## config.mk

```make
export PLATFORM = sky130hd
export DESIGN_NAME = onehot_event_counter_flat
export DESIGN_NICKNAME = d
export VERILOG_FILES = /design/src/rtl/onehot_event_counter_if.sv /design/src/rtl/onehot_event_counter.sv /design/src/flat_wrapper.sv
export SDC_FILE = /design/constraint.sdc
export NUM_CORES = 1
export LEC_CHECK = 0
export CAP_MARGIN = 20
export CORE_ASPECT_RATIO = 1.1
export CORE_MARGIN = 1.5
export CORE_UTILIZATION = 30
export DETAILED_ROUTE_END_ITERATION = 10
export DONT_BUFFER_PORTS = 1
export PLACE_DENSITY = 0.57
export SLEW_MARGIN = 40
export SYNTH_ARGS = -nofsm -noshare
export SYNTH_HDL_FRONTEND = slang
export SYNTH_SLANG_ARGS = --single-unit
export TNS_END_PERCENT = 100
```

## constraint.sdc

```tcl
create_clock -name clock -period 2.4 [get_ports clock]
set_input_delay 0.12 -clock clock [delete_from_list [all_inputs] [get_ports clock]]
set_output_delay 0.12 -clock clock [all_outputs]
set_load 0.05 [all_outputs]
```

## src/rtl/onehot_event_counter_if.sv

```systemverilog
// onehot_event_counter_if: event, readback and clear signals of onehot_event_counter
interface onehot_event_counter_if #(
  parameter int SEL_W = 3,
  parameter int CNT_W = 8
);
  localparam int N = 1 << SEL_W;
  logic             io_in_valid;
  logic             io_in_ready;
  logic [SEL_W-1:0] io_in_sel;
  logic [N-1:0]     io_out;
  logic [SEL_W-1:0] io_rd_sel;
  logic [CNT_W-1:0] io_rd_cnt;
  logic             io_clear;
  logic             io_busy;
  logic             io_ovf;
  modport master (
    output io_in_valid, io_in_sel, io_rd_sel, io_clear,
    input  io_in_ready, io_out, io_rd_cnt, io_busy, io_ovf
  );
  modport slave (
    input  io_in_valid, io_in_sel, io_rd_sel, io_clear,
    output io_in_ready, io_out, io_rd_cnt, io_busy, io_ovf
  );
endinterface

```

## src/rtl/onehot_event_counter.sv

```systemverilog
// onehot_event_counter: one-hot decode of accepted selects with per-channel event counters;
// define ONEHOT_CNT_SATURATE_EN to make counters saturate instead of wrap.
module onehot_event_counter #(
  parameter int SEL_W = 3,
  parameter int CNT_W = 8
) (
  input logic                   clock,
  input logic                   reset,
  onehot_event_counter_if.slave bus
);
  localparam int N = 1 << SEL_W;
  typedef enum logic {IDLE, CLEAR} state_t;
  state_t           state, state_next;
  logic [SEL_W-1:0] idx;
  logic [CNT_W-1:0] cnt [N];
  logic [CNT_W-1:0] cur, inc;
  logic             accept, last;
  assign cur             = cnt[bus.io_in_sel];
  assign bus.io_in_ready = (state == IDLE) && !bus.io_clear;
  assign bus.io_busy     = (state == CLEAR);
  assign accept          = bus.io_in_valid && bus.io_in_ready;
  assign last            = (idx == SEL_W'(N - 1));
`ifdef ONEHOT_CNT_SATURATE_EN
  assign inc = &cur ? cur : cur + 1'b1;
`else
  assign inc = cur + 1'b1;
`endif
  // next state: clear request starts the sweep, last index ends it
  always_comb begin
    state_next = state;
    state_next = (state == IDLE) ? (bus.io_clear ? CLEAR : IDLE) : (last ? IDLE : CLEAR);
  end
  // state register
  always_ff @(posedge clock or negedge reset) begin
    if (!reset) state <= IDLE;
    else        state <= state_next;
  end
  // counters, decode, readback, sweep index and sticky overflow
  always_ff @(posedge clock or negedge reset) begin
    if (!reset) begin
      idx           <= '0;
      bus.io_out    <= '0;
      bus.io_rd_cnt <= '0;
      bus.io_ovf    <= 1'b0;
      for (int i = 0; i < N; i++) cnt[i] <= '0;
    end else begin
      bus.io_rd_cnt <= cnt[bus.io_rd_sel];
      if (accept) begin
        bus.io_out          <= N'(1) << bus.io_in_sel;
        cnt[bus.io_in_sel]  <= inc;
        if (&cur) bus.io_ovf <= 1'b1;
      end
      if (state == IDLE) idx <= '0;
      else begin
        cnt[idx] <= '0;
        idx      <= idx + 1'b1;
        if (last) begin
          bus.io_out <= '0;
          bus.io_ovf <= 1'b0;
        end
      end
    end
  end
endmodule

```

## src/flat_wrapper.sv

```systemverilog
// flat-port wrapper written by rule: the top's interface ports become plain ports
module onehot_event_counter_flat 
#(
  parameter int SEL_W = 3,
  parameter int CNT_W = 8
)
  (clock, reset, bus_io_in_valid, bus_io_in_sel, bus_io_rd_sel, bus_io_clear, bus_io_in_ready, bus_io_out, bus_io_rd_cnt, bus_io_busy, bus_io_ovf);
  onehot_event_counter_if #(.SEL_W(SEL_W), .CNT_W(CNT_W)) bus_i ();
  input logic clock;
  input logic reset;
  input wire logic [$bits(bus_i.io_in_valid)-1:0] bus_io_in_valid;
  input wire logic [$bits(bus_i.io_in_sel)-1:0] bus_io_in_sel;
  input wire logic [$bits(bus_i.io_rd_sel)-1:0] bus_io_rd_sel;
  input wire logic [$bits(bus_i.io_clear)-1:0] bus_io_clear;
  output wire logic [$bits(bus_i.io_in_ready)-1:0] bus_io_in_ready;
  output wire logic [$bits(bus_i.io_out)-1:0] bus_io_out;
  output wire logic [$bits(bus_i.io_rd_cnt)-1:0] bus_io_rd_cnt;
  output wire logic [$bits(bus_i.io_busy)-1:0] bus_io_busy;
  output wire logic [$bits(bus_i.io_ovf)-1:0] bus_io_ovf;
  assign bus_i.io_in_valid = bus_io_in_valid;
  assign bus_i.io_in_sel = bus_io_in_sel;
  assign bus_i.io_rd_sel = bus_io_rd_sel;
  assign bus_i.io_clear = bus_io_clear;
  assign bus_io_in_ready = bus_i.io_in_ready;
  assign bus_io_out = bus_i.io_out;
  assign bus_io_rd_cnt = bus_i.io_rd_cnt;
  assign bus_io_busy = bus_i.io_busy;
  assign bus_io_ovf = bus_i.io_ovf;
  onehot_event_counter #(.SEL_W(SEL_W), .CNT_W(CNT_W)) u_core (.clock(clock), .reset(reset), .bus(bus_i));
endmodule
```

### Word-level counts from Yosys, hierarchy flattened

Cells that the tools add are included.

* logic and storage cells: 58
* output and inout bits: 19
* input bits: 10
* flip-flop bits (word level): 85

* shifts and indexed selects: 1
* equality and inequality tests: 1
* bitwise gates (word level): 6
* $add $sub $neg: 2
* order comparisons: 5
* reduce and logical (&&, ||, !) cells: 6
* multiplexer cells: 24

Operators with widths (number)
* $mux W64: 2
* $mux W8: 9
* $and A64 B64 Y64: 1
* $bwmux W64: 1
* $not A64 Y64: 1
* $bmux W8 S3: 2
* $demux W8 S3: 2
* $ge A4 B4 Y1 const B: 3
* $not A3 Y4: 3
* $add A8 B1 Y8 const B: 1
* $lt A4 B1 Y1 const B: 2
* $reduce_and A8 Y1: 1
* $shl A1 B3 Y8 const A: 1
* $mux W1: 7
* $logic_and A1 B1 Y1: 4
* $add A3 B1 Y3 const B: 1
* $eq A3 B3 Y1 const B: 1
* $mux W3: 1
* $logic_not A1 Y1: 1
* $not A1 Y1: 1

### Longest topological paths before layout

* depth after elaboration: 9
* mapped depth: 12
* depth with buffers taken out: 8

### Least setup slack after synthesis

Ideal clock, no wire load.

* path kind: input -> register
* start: in bus_io_in_sel[2]
* end: reg u_core.cnt[6] (netlist name)
* data arrival time: 2.284 ns
* path slack: 0.030 ns
* path buffers: 3
* stages: 11
* setup time: 0.086 ns
* required time: 2.314 ns
* cells stage by stage: buf_2 buf_2 mux4_2 mux2i_1 clkbuf_1 inv_1 ha_1 inv_1 nor4_1 a21oi_1 nor3_1

* word-level cells in the longest chain between the ends: 9
* elaborated cells on any way between the ends: 14
* classes of those cells: add/sub (1); order compare (2); mux (8); bitwise (2); reduce/logical (1)

RTL lines
* start: declaration: line flat_wrapper.sv:12 `input wire logic [$bits(bus_i.io_in_sel)-1:0] bus_io_in_sel;`
* $not A3 Y4 (not written as such) *: line onehot_event_counter.sv:18, onehot_event_counter.sv:50
* $bmux W8 S3, or another cell as far along: line onehot_event_counter.sv:18 `assign cur = cnt[bus.io_in_sel];`
* $mux W8 (not written as such) or $logic_and A1 B1 Y1 (tied branches): line onehot_event_counter.sv:18, onehot_event_counter.sv:50
* $mux W8 (on tied branches): line onehot_event_counter.sv:18, onehot_event_counter.sv:50
* $add A8 B1 Y8 or $demux W8 S3 (tied branches): line onehot_event_counter.sv:26, onehot_event_counter.sv:50
* $bwmux W64 *: line onehot_event_counter.sv:50 `cnt[bus.io_in_sel] <= inc;`
* $mux W64 *: line onehot_event_counter.sv:48 `if (accept) begin`
* $and A64 B64 Y64 (no source line)
* $mux W64 *: line onehot_event_counter.sv:53 `if (state == IDLE) idx <= '0;`
* end signal: indexed assignment: line onehot_event_counter.sv:50
* end: declaration: line onehot_event_counter.sv:15 `logic [CNT_W-1:0] cnt [N];`

Mark *: on every way between the ends. The rest lies on a longest branch, timed or not. The select of a mux whose other input is x is not followed.

### Worst setup path in the final report

* start: reg u_core.cnt[41] (netlist name)
* end: reg u_core.cnt[28] (netlist name)

* word-level cells in the longest chain between the ends: 8

RTL lines
* $bmux W8 S3 *: line onehot_event_counter.sv:18
* $mux W8 (not written as such) * (2 in a row): line onehot_event_counter.sv:18
* $add A8 B1 Y8 *: line onehot_event_counter.sv:26 `assign inc = cur + 1'b1;`
* $bwmux W64 *: line onehot_event_counter.sv:50
* $mux W64 *: line onehot_event_counter.sv:48
* $and A64 B64 Y64 (no source line)
* $mux W64 *: line onehot_event_counter.sv:53

Marked as above.

==> impl_metrics.py <==
metrics = {
    "global_route": {
        "use_met2_pct": 30.0,
        "grt_pass1_wl_microns": 22600,
        "antenna_found_initial": 0,
        "grt-busiest-layer": "met2",
        "gr-total-overflow": 0,
        "use_met1_pct": 22.8,
        "grt.total_usage_pct": 18.3,
        "use_met3_pct": 5.41,
        "first_global_vias": 3883,
        "grt_max_degree": 86,
    },
    "pwr": {
        "cellLeakagePower_nw": 2.40,
        "ir_drop_mv": 0.476,
        "pwr_density_cell_mw_per_mm2": 925,
        "finalPower_mw": 5.10,
    },
    "critical_path": {
        "r2r_setup_slack_ns": 0.15,
        "path_class": "flip-flop to flip-flop",
        "cp.required_ns": 2.67,
        "critPathBufInv": 1,
        "slowest_stage": "mux4_1",
        "r2r-end": "u_core.cnt[28]$_DFF_PN0_",
        "cp_top_family": "multiplexers",
        "critical_path_arrival_ns": 2.52,
        "cp-start-kind": "flip-flop",
        "reg2reg_from": "u_core.cnt[41]$_DFF_PN0_",
        "reg2regPathDepth": 7,
        "crit_chain": "mux4_1, mux2_2, ha_1, inv_1, or4_4, nand2_1, a21oi_1",
        "critPathCaptureType": "flip-flop",
        "cpPeakStageDelay_ns": 0.51,
        "cp_max_fo": 9,
    },
    "floorplan": {
        "dieWidth_microns": 124,
        "core_area_sq_mm": 0.0157,
        "pin_count": 29,
        "die_y_microns": 136,
        "start_util_pct": 30.7,
        "core.rowCount": 48,
        "dieArea_sq_mm": 0.0168,
    },
    "sta": {
        "tightest_slew_ns": 0.674,
        "worst_hold_slack_ns": 0.0883,
        "drv_slew": 0,
        "setup_tns_ns": 0,
        "clock_skew_ns": 0.00832,
        "relSlewSlack_pct": 54.7,
        "worst_slack_ns": 0.152,
        "fmax_ghz": 0.445,
        "min_period_ns": 2.25,
        "fin_crit_sh_pct": 93.7,
        "hold_violations": 0,
        "setup_viol": 0,
        "rsz0062_at_grt": "no",
    },
    "clock_tree": {
        "path_clk_slew_ns": 0.06,
        "cts_setup_buffers": 0,
        "htreeDepth": 3,
        "cts_tree": "yes",
        "cts_buffer_depth": 2,
        "numCtsBuffers": 9,
        "clkLatencyLatePin_ns": 0.35,
        "clockRootBuffer": "clkbuf_16",
        "clock_sinks": 85,
    },
    "drt": {
        "drt_wl_total_microns": 14700,
        "ant_nets": 0,
        "vias": 3847,
        "viasPerCell": 5.82,
        "drtIter0Drc": 318,
        "drc_errors": 0,
        "dr.pass1.iters": 4,
        "post_drt_wl_per_cell_microns": 22.2,
    },
    "yosys": {
        "ys_async_sr_fraction_pct": 100,
        "ys_seq_area_share_pct": 44.1,
        "synth_cells": 454,
        "synth_fp_nets": 467,
        "synth_enable_flop_cells": 0,
        "synth_warnings": 0,
        "synth_cell_type_count": 37,
        "ys_ff_latch": 85,
        "syn_area_sq_mm": 0.00482,
        "syn_area_per_cell_sq_um": 10.6,
        "synth_flop_cell": "dfrtp_1",
    },
    "place": {
        "pre_cts_ws_ns": 0.0301,
        "io_buffers": 0,
        "dpl.hpwl_microns": 9650,
        "gp_congestion": 0.834,
    },
    "hold_path": {
        "holdPathEnd": "u_core.bus.io_rd_cnt[6]$_DFF_PN0_",
        "worstHoldPathType": "input port to flip-flop",
        "min_path_cells": 2,
        "holdCritStartpoint": "bus_io_rd_sel[1]",
    },
    "flow_run": {
        "maxCapViolCount": 0,
    },
    "final_layout": {
        "area_growth_pct": 14.3,
        "finish.net_count": 470,
        "drive_gt1_share_pct": 18.0,
        "layout_commonest_cell": "dfrtp_1",
        "diodes": 0,
        "post-route-util_pct": 35.1,
        "final_cell_mix": "85 x dfrtp_1, 43 x o21ai_0, 42 x a21oi_1",
    },
    "run_status": {
        "status": "finished, final reports clean",
    },
}
[kinds of logic after synthesis]
logic type	count (synthesis)	synth area share (%)
muxes	65	23.0
xor gates and xnor gates	2	0.363
AOI/OAI and AO/OA	102	11.9
adders and majority gates	3	0.778
and+or+nand+nor	152	15.7
DFF	85	44.1
buffers and inverters	45	4.12
[report_power, final]
part / switching, mW / internal, mW
clock network: 0.580 / 1.01
logic: 0.768 / 0.512
registers: 0.501 / 1.73
total: 1.85 / 3.26
[cells in the mapped netlist, types with 2 or more instances]
cell type / n / area share (%)
dfrtp_1: 85 / 44
o21ai_0: 43 / 4.5
a21oi_1: 42 / 4.4
nor2_1: 38 / 3.0
nand2_1: 34 / 2.6
nor3_1: 31 / 3.2
nor4_1: 23 / 3.0
clkbuf_1: 22 / 1.7
mux2i_1: 21 / 4.4
mux4_2: 21 / 9.8
mux2_2: 11 / 2.6
mux4_1: 11 / 6.0
buf_2: 9 / 0.93
inv_1: 8 / 0.62
o211a_1: 8 / 1.7
a211oi_1: 7 / 1.1
nand2b_1: 5 / 0.65
nand3_1: 5 / 0.52
and2_1: 3 / 0.39
buf_1: 3 / 0.23
ha_1: 3 / 0.78
buf_6: 2 / 0.47
nor2b_1: 2 / 0.26
nor4b_1: 2 / 0.36
or4_1: 2 / 0.31
xnor2_1: 2 / 0.36
[flip-flops by register name, summed over array words and instances (netlist names)]
signal	flops
u_core.idx	3
u_core.cnt	64
u_core.bus.io_ovf	1
u_core.bus.io_rd_cnt	8
u_core.bus.io_out	8
u_core.bus.io_busy	1
[cell type report]
cell class              count  area, sq um
fillers                  1582        10200
multi-input cells         324         2520
flip-flops and latches     85         2130
repair buffers             29          255
well taps                 200          250
clock buffers              11          233
clock inverters             4         97.6
inverters                   8         30.0
[metrics by stage]
| step | std cells | instance area (sq um) |
|---|---|---|
| 5_1_grt | 661 | 5520 |
| 4_1_cts | 661 | 5510 |
| 3_3_place_gp | 643 | 5130 |
| 6_report | 661 | 5520 |
| 3_5_place_dp | 643 | 5130 |
| 2_1_floorplan | 454 | 4820 |
[how the worst max path moves through the flow]
stage	to	slack, ns	startpoint	cells after the start
5_1_grt	u_core.cnt[6]$_DFF_PN0_	0.09	u_core.cnt[1]$_DFF_PN0_	7
4_1_cts	u_core.cnt[52]$_DFF_PN0_	0.002	u_core.cnt[33]$_DFF_PN0_	7
2_1_floorplan	u_core.cnt[6]$_DFF_PN0_	0.03	bus_io_in_sel[2]	11
3_5_place_dp	u_core.cnt[52]$_DFF_PN0_	0.03	u_core.cnt[33]$_DFF_PN0_	7
3_3_place_gp	u_core.cnt[20]$_DFF_PN0_	0.11	u_core.cnt[33]$_DFF_PN0_	7
6_report	u_core.cnt[28]$_DFF_PN0_	0.15	u_core.cnt[41]$_DFF_PN0_	7
[metal layers]
| layer | part of all wire (%) | vias to the layer above |
|---|---|---|
| met1 | 42 | 1936 |
| met4 | 2.3 | 0 |
| met3 | 7.8 | 28 |
| met5 | 0 | - |
| li1 | - | 1708 |
| met2 | 48 | 175 |
[timing repair]
item | CTS | global route
endpoints found under the setup margin | 0 | 11
endpoints found under the hold margin | 93 | 0
hold buffers | 3 | 0
gates resized for setup | 0 | 1
Power figures use the tool's default switching activity.
